--- src/rtl/stack_arith_unit.sv ---
// Signed multi-cycle arithmetic unit for the stack datapath: one-step ADD/SUB,
// shift-add MUL and restoring DIV on operand magnitudes, sign applied on completion.
module stack_arith_unit #(
    parameter int WIDTH = 8
) (
    input  logic             clk,
    input  logic             reset,
    input  logic             start,
    input  logic [1:0]       op,
    input  logic [WIDTH-1:0] in1,
    input  logic [WIDTH-1:0] in2,
    output logic [WIDTH-1:0] result,
    output logic             carryOut,
    output logic             div_zero,
    output logic             busy,
    output logic             done,
    output logic [1:0]       state_dbg
);
    // Handshake: start is accepted only on an edge where busy = 0; done is a one-cycle
    // pulse with result valid, and start may already be high in that cycle for the next op.

    localparam logic [1:0] OP_ADD = 2'b00;
    localparam logic [1:0] OP_SUB = 2'b01;
    localparam logic [1:0] OP_MUL = 2'b10;
    localparam logic [2*WIDTH-1:0] HALF_WIDE = (2*WIDTH)'(1) << (WIDTH-1);
    localparam logic [WIDTH-1:0]   HALF      = WIDTH'(1) << (WIDTH-1);
    localparam logic [3:0]         LAST_ITER = 4'(WIDTH-1);

    typedef enum logic [1:0] {
        IDLE   = 2'd0,
        CALC   = 2'd1,
        FINISH = 2'd2
    } state_t;

    state_t state, state_next;

    logic [1:0]         op_q;
    logic [WIDTH-1:0]   a_q, b_q, b_mag, mplier, quot, rem;
    logic [2*WIDTH-1:0] acc, mcand;
    logic [3:0]         cnt;

    logic [WIDTH-1:0]   in1_mag, in2_mag, rem_diff, prod_s, quot_s;
    logic [WIDTH:0]     rem_shift, sum, dif;
    logic               rem_ge, neg, mul_ovf;

    assign busy      = (state != IDLE);
    assign state_dbg = state;

    always_comb begin
        in1_mag   = in1[WIDTH-1] ? -in1 : in1;
        in2_mag   = in2[WIDTH-1] ? -in2 : in2;
        rem_shift = {rem, quot[WIDTH-1]};
        rem_ge    = (rem_shift >= {1'b0, b_mag});
        rem_diff  = rem_shift[WIDTH-1:0] - b_mag;
        sum       = {1'b0, a_q} + {1'b0, b_q};
        dif       = {1'b0, a_q} - {1'b0, b_q};
        neg       = a_q[WIDTH-1] ^ b_q[WIDTH-1];
        prod_s    = neg ? -acc[WIDTH-1:0] : acc[WIDTH-1:0];
        quot_s    = neg ? -quot : quot;
        // A negative product may reach -2^(WIDTH-1); a positive one stops one short.
        mul_ovf   = neg ? (acc > HALF_WIDE) : (acc >= HALF_WIDE);
    end

    always_ff @(posedge clk) begin
        if (reset) state <= IDLE;
        else       state <= state_next;
    end

    always_comb begin
        state_next = state;
        case (state)
            IDLE: begin
                if (start) begin
                    if (op == OP_MUL || (op != OP_ADD && op != OP_SUB && in2 != '0))
                        state_next = CALC;
                    else
                        state_next = FINISH;
                end
            end
            CALC:    if (cnt == LAST_ITER) state_next = FINISH;
            FINISH:  state_next = IDLE;
            default: state_next = IDLE;
        endcase
    end

    always_ff @(posedge clk) begin
        if (reset) begin
            op_q     <= '0;
            a_q      <= '0;
            b_q      <= '0;
            b_mag    <= '0;
            mplier   <= '0;
            quot     <= '0;
            rem      <= '0;
            acc      <= '0;
            mcand    <= '0;
            cnt      <= '0;
            result   <= '0;
            carryOut <= 1'b0;
            div_zero <= 1'b0;
            done     <= 1'b0;
        end else begin
            done <= 1'b0;
            case (state)
                IDLE: begin
                    if (start) begin
                        op_q   <= op;
                        a_q    <= in1;
                        b_q    <= in2;
                        b_mag  <= in2_mag;
                        mplier <= in2_mag;
                        quot   <= in1_mag;
                        rem    <= '0;
                        acc    <= '0;
                        mcand  <= {{WIDTH{1'b0}}, in1_mag};
                        cnt    <= '0;
                    end
                end
                CALC: begin
                    cnt <= cnt + 4'd1;
                    if (op_q == OP_MUL) begin
                        if (mplier[0]) acc <= acc + mcand;
                        mcand  <= mcand << 1;
                        mplier <= mplier >> 1;
                    end else begin
                        // quot doubles as the dividend shift register; quotient bits fill from the right.
                        rem  <= rem_ge ? rem_diff : rem_shift[WIDTH-1:0];
                        quot <= {quot[WIDTH-2:0], rem_ge};
                    end
                end
                FINISH: begin
                    done     <= 1'b1;
                    cnt      <= '0;
                    carryOut <= 1'b0;
                    div_zero <= 1'b0;
                    case (op_q)
                        OP_ADD: begin
                            result   <= sum[WIDTH-1:0];
                            carryOut <= sum[WIDTH];
                        end
                        OP_SUB: begin
                            result   <= dif[WIDTH-1:0];
                            carryOut <= dif[WIDTH];
                        end
                        OP_MUL: begin
                            result   <= prod_s;
                            carryOut <= mul_ovf;
                        end
                        default: begin
                            if (b_q == '0) begin
                                result   <= '0;
                                div_zero <= 1'b1;
                            end else begin
                                result   <= quot_s;
                                carryOut <= !neg && (quot == HALF);
                            end
                        end
                    endcase
                end
                default: ;
            endcase
        end
    end

endmodule

--- config.mk ---
export PLATFORM = sky130hd
export DESIGN_NAME = stack_arith_unit
export DESIGN_NICKNAME = d
export VERILOG_FILES = /design/src/rtl/stack_arith_unit.sv
export SDC_FILE = /design/constraint.sdc
export NUM_CORES = 1
export LEC_CHECK = 0
export CAP_MARGIN = 0
export CORE_MARGIN = 2
export CORE_UTILIZATION = 60
export DETAILED_ROUTE_END_ITERATION = 7
export DONT_BUFFER_PORTS = 1
export MAX_ROUTING_LAYER = met4
export PLACE_DENSITY = 0.81
export SYNTH_ARGS = -nofsm -noshare
export SYNTH_HDL_FRONTEND = slang
export SYNTH_SLANG_ARGS = --single-unit
export TNS_END_PERCENT = 100
--- constraint.sdc ---
create_clock -name clk -period 2.9 [get_ports clk]
set_input_delay 0.29 -clock clk [delete_from_list [all_inputs] [get_ports clk]]
set_output_delay 0.29 -clock clk [all_outputs]
set_load 0.005 [all_outputs]
# Yosys cells after proc, flatten, opt, wreduce, memory -nomap -nowiden
# Cells that the tools add are included.
dict set report totals {
  out_inout_bits 14
  word_cells 96
  inputBits 21
  reg_bits 99
}
dict set report classes {
  n_lt_le_gt_ge 3
  bitwise 1
  n_eq_ne 13
  n_addsub 9
  mux 35
  n_reduce_logical 20
}
# op count
set ops {}
lappend ops {{2-to-1 mux 8 bit} 12}
lappend ops {{2-to-1 mux 16 bit} 5}
lappend ops {{one-hot mux 16 bit (2 select lines)} 2}
lappend ops {{one-hot mux 8 bit (2 select lines)} 3}
lappend ops {{negator 8 bit} 4}
lappend ops {{one-hot mux 8 bit (3 select lines)} 1}
lappend ops {{adder 16 bit} 1}
lappend ops {{greater-or-equal comparator 16 x 8 -> 1 bit (second input constant)} 1}
lappend ops {{greater-than comparator 16 x 8 -> 1 bit (second input constant)} 1}
lappend ops {{one-hot mux 4 bit (3 select lines)} 1}
lappend ops {{inequality test 2 bit (second input constant)} 5}
lappend ops {{adder 8 x 8 -> 9 bit} 1}
lappend ops {{greater-or-equal comparator 9 x 8 -> 1 bit} 1}
lappend ops {{subtractor 8 x 8 -> 9 bit} 1}
lappend ops {{== test 8 bit (second input constant)} 1}
lappend ops {{logical NOT 8 bit} 1}
lappend ops {{nonzero test 8 bit} 1}
lappend ops {{subtractor 8 bit} 1}
lappend ops {{== test 2 bit (second input constant)} 3}
lappend ops {{2-to-1 mux 2 bit} 3}
lappend ops {{AND reduction 2 bit} 3}
lappend ops {{AND reduction 3 bit} 2}
lappend ops {{nonzero test 2 bit} 3}
lappend ops {{2-to-1 mux 1 bit} 5}
lappend ops {{other kinds (15)} 19}

# Longest topological paths before layout
dict set report logic_depth {
  ltp_word 7
  ltp_mapped 11
  depth_no_buf 11
}

# Worst setup path before layout
# No wires, ideal clock.
dict set report synth_timing {
  path_kind {register -> register}
  from {register b_mag[3]}
  to {register rem[0]}
  slack_ps 696
  path_stages_with_launch 11
  arrival_time_ps 2087
  cell_sequence {dfxtp_1 > inv_1 > ha_1 > a21o_1 > a21oi_2 > o21ai_2 > a2111oi_2 > o21ai_1 > buf_2 > mux2i_1 > a32o_1}
}
dict set report synth_between {
  elab_chain_cells 4
}
# item line
set synth_rtl {}
lappend synth_rtl {{start: declaration} 38} ;# logic [WIDTH-1:0] a_q, b_q, b_mag, mplier, quot, rem;
lappend synth_rtl {{start signal: assignment} 110} ;# b_mag <= in2_mag;
lappend synth_rtl {{greater-or-equal comparator 9 x 8 -> 1 bit} 53} ;# rem_ge = (rem_shift >= {1'b0, b_mag});
lappend synth_rtl {{2-to-1 mux 8 bit} 127} ;# rem <= rem_ge ? rem_diff : rem_shift[WIDTH-1:0];
lappend synth_rtl {{2-to-1 mux 8 bit} 121} ;# if (op_q == OP_MUL) begin
lappend synth_rtl {{one-hot mux 8 bit (2 select lines)} 104} ;# case (state)
lappend synth_rtl {{end signal: assignment} 127}
lappend synth_rtl {{end: declaration} 38}
# Every way passes these cells. The select of a mux whose other input is x is not followed.
# A chain may end at the register's enable or synchronous reset.

# Worst setup path after layout
# Ends and elaborated chain as after synthesis.

==> results.toml <==
[synthesis]
synth-async-reset-ratio_pct = 0
synth_compound_area_share_pct = 23.8
mappedNetlistNets = 871
synth.distinct_cells = 66
synth-adder-area-share_pct = 10.2
netlist_area_um2 = 6200
synth_sequential_area_ratio_pct = 31.6
postSynthRegisterBits = 98
synth-main-ff-cell = "sky130_fd_sc_hd__dfxtp_1"
number_of_standard_cells_after_synthesis = 802
synth_enable_flop_cells = 0
muxShareOfSynthArea_pct = 2.44
syn_area_per_cell_um2 = 7.73
xor_xnor_share_of_the_synthesized_area_pct = 6.07
synth.yosys.warnings = 0
synth_top_family_by_area = "compound AO/OA/AOI/OAI gates"
fraction_of_the_mapped_netlist_area_in_simple_logic_gates_pct = 20.7

[sta]
worst_slack_ps = 211
timing.clock.skew_ps = 14.1
hold_viol = 0
hold_slack_ps = 22.0
final.period_utilization_pct = 92.7
maxSlewViolCount = 0
total_setup_violations_reported_at_the_end_of_the_flow = 0
max_slew.worst_pin.slew_ps = 1020
achievable-frequency_ghz = 0.372
slew-limit-headroom_pct = 31.8
totalNegativeSetupSlack_ps = 0
rsz0062_at_grt = "no"
period_needed_ps = 2690

[critical_path]
critical_path_arrival_ps = 2970
regToRegSetupSlack_ps = 210
critical_path_peak_fanout = 9
setup.worst_path.class = "reg2reg"
critPathLaunchType = "register"
timing.critical_path.required_ps = 3180
timing.critical_path.to_type = "register"

[finish]
area_growth_pct = 5.57
antenna_cells = 0
fillerInstances = 883
nNetsFinal = 852
fraction_of_layout_cells_with_a_size_suffix_above_1_pct = 5.71

[clock_tree]
cts_buffer_depth = 2
numClockSinks = 98
worstSkewPairLatency_ps = 390
cts_max_level = 3
clock_tree_from_tritoncts = "yes"
cts_inserted_buffers = 9
root_buffer = "sky130_fd_sc_hd__clkbuf_8"
clk_transition_reported_paths_ps = 100
post-cts-setup-buffer-count = 0

[detailed_routing]
routed-via-count = 5893
finalWirelength_mm = 16.1
vias_cell = 6.38
detail_route.iter0.violations = 526
ant_nets = 0
drt-pass1-iter-count = 6
wire_per_inst_um = 17.4
route.detailed.drc = 0

[power]
power.leakage_uw = 0.00257
worst_case_vdd_ir_drop_mv = 0.359
power_frac_comb_pct = 25.1
internal_power_uw = 2280
power.clock.fraction_pct = 30.3
power.density_nw_per_um2 = 515
design_power_total_uw = 3380
p_switching_uw = 1100
swShare_pct = 32.6
share_seq_of_total_power_pct = 44.7

[place]
routabilityCongestion = 0.990
io_buffers = 0
dp.final_hpwl_mm = 11.6
detailedPlace.worstSlack_ps = 310

[worst_hold_path]
min_path_type = "in2reg"

[die]
die_width_um = 106
number_of_rows_created_at_floorplan = 37
die_area_um2 = 11200
floorplan.core_area_um2 = 10200
floorplan.initialDensity_pct = 60.9
io_pins = 35
die_height_um = 106

[global_route]
number_of_antenna_violations_at_the_first_check_in_global_routing = 0
number_of_global_route_vias_before_repair = 5451
grt_start_max_net_pins = 76
globalRouteTotalUtil_pct = 29.6
grt_overflow = 0
grt_first_pass_wirelength_mm = 26.1

[job]
max-cap-violations = 0

[run_status]
outcome = "finished, final reports clean"
[cell families (layout without fill, tap and decap cells)]
family | Yosys count | in the layout
multiplexers | 15 | 15
AND/OR/NAND/NOR | 280 | 280
AO/OA/AOI/OAI | 233 | 233
flip-flops | 98 | 98
adder cells (fa/ha/maj) | 48 | 48
XOR/XNOR | 43 | 43
buffers and inverters | 85 | 71
[power groups by stage]
stage	combinational, µW	sequential, µW	clock [µW]
after CTS	830	1510	1030
after global routing	930	1520	1080
final	846	1510	1020
after floorplan	661	1510	0
after global placement	771	1530	0
after detailed placement	803	1540	0
[stage by stage]
step	util, %	cells	cell area (µm²)
2_1_floorplan	-	802	6200
3_3_place_gp	61.8	907	6300
3_5_place_dp	61.8	907	6300
4_1_cts	64.3	924	6550
5_1_grt	64.3	924	6550
6_report	64.3	924	6550
[path summary, 6_finish.rpt]
check / startpoint / to / cells past startpoint
setup / recovery: b_mag[3] / rem[0] / 8
setup reg to reg: b_mag[3] / rem[0] / 8
hold reg to reg: mplier[1] / mplier[1] / 2
hold / removal: in1[2] / a_q[2] / 2
[cell usage after synthesis (all sizes together), types with 3 or more instances]
master	number	area share, %
a211oi	15	1.9
a21o	10	1.2
a21oi	98	8.0
a221oi	4	0.56
a22o	4	0.56
a22oi	4	0.48
a31oi	12	1.2
a32o	3	0.48
a32oi	3	0.42
buf	10	0.69
clkbuf	32	1.9
dfxtp	98	32
fa	4	1.3
ha	44	8.9
inv	42	2.5
mux2i	14	2.3
nand2	102	6.2
nand2b	12	1.2
nand3	25	2.1
nand4	6	0.61
nor2	82	5.0
nor2b	9	0.95
nor3	14	1.2
nor3b	3	0.36
nor4	7	0.71
o211ai	8	1.0
o21ai	36	3.0
o21bai	3	0.36
o221ai	4	0.56
o22ai	5	0.50
o31ai	10	1.4
or3	6	0.61
or4	3	0.36
xnor2	31	4.4
xor2	12	1.7
[state kept, by name (all words and copies together) (netlist names)]
register   cells
carryOut       1
acc           16
b_mag          7
b_q            8
quot           8
op_q           2
rem            8
result         8
div_zero       1
cnt            4
a_q            8
mplier         8
mcand         16
state_dbg      2
done           1
[layer usage]
| metal | routed length [µm] | global-route usage (%) | vias to the layer above |
|---|---|---|---|
| li1 | - | - | 2800 |
| met1 | 6750 | 36.9 | 2786 |
| met2 | 7640 | 48.2 | 255 |
| met3 | 1210 | 5.13 | 52 |
| met4 | 519 | 10.8 | 0 |
| met5 | 0 | - | - |
[area by class of cell]
type | instances | area (µm²) | area share (%)
multi-input cells | 619 | 3920 | 59.9
flip-flops and latches | 98 | 1960 | 30.0
well taps | 136 | 170 | 2.60
inverters | 43 | 161 | 2.46
clock buffers | 10 | 138 | 2.10
repair buffers | 12 | 110 | 1.68
clock inverters | 6 | 87.6 | 1.34
[worst max-delay path: stages, from the launching register on]
cell and delay (ps):
sky130_fd_sc_hd__dfxtp_1 330, sky130_fd_sc_hd__inv_1 40, sky130_fd_sc_hd__ha_1 370, sky130_fd_sc_hd__nand3_1 170, sky130_fd_sc_hd__o21ai_2 280, sky130_fd_sc_hd__a2111oi_2 110
sky130_fd_sc_hd__o21ai_1 810, sky130_fd_sc_hd__mux2i_1 170, sky130_fd_sc_hd__a32o_1 290
[cells in the final DEF, fill, tap and decap left out, types with 5 or more instances in the layout]
cell                       netlist  final
sky130_fd_sc_hd__xor2_1         12     12
sky130_fd_sc_hd__dfxtp_1        98     98
sky130_fd_sc_hd__nand3_1        24     24
sky130_fd_sc_hd__inv_1          42     42
sky130_fd_sc_hd__o21ai_0        31     31
sky130_fd_sc_hd__o22ai_1         5      5
sky130_fd_sc_hd__nor3_1         13     13
sky130_fd_sc_hd__buf_4           0     11
sky130_fd_sc_hd__clkbuf_8        0     10
sky130_fd_sc_hd__nand2_1       102    102
sky130_fd_sc_hd__nor2b_1         8      7
sky130_fd_sc_hd__xnor2_1        31     31
sky130_fd_sc_hd__or3_1           6      6
sky130_fd_sc_hd__mux2i_1        14     14
sky130_fd_sc_hd__a211oi_1       14     14
sky130_fd_sc_hd__nand2b_1       12     12
sky130_fd_sc_hd__o31ai_1         8      8
sky130_fd_sc_hd__a31oi_1        12     12
sky130_fd_sc_hd__ha_1           44     44
sky130_fd_sc_hd__a21oi_1        97     97
sky130_fd_sc_hd__a21o_1         10     10
sky130_fd_sc_hd__nand4_1         6      6
sky130_fd_sc_hd__nor4_1          7      7
sky130_fd_sc_hd__nor2_1         82     82
sky130_fd_sc_hd__o211ai_1        7      7
[repair_timing]
action / CTS / global route
hold buffers: 1 / 0
endpoints found under the hold margin: 75 / 0
resized for setup: 0 / 0
Note: power is estimated with default switching activity, not from simulation.
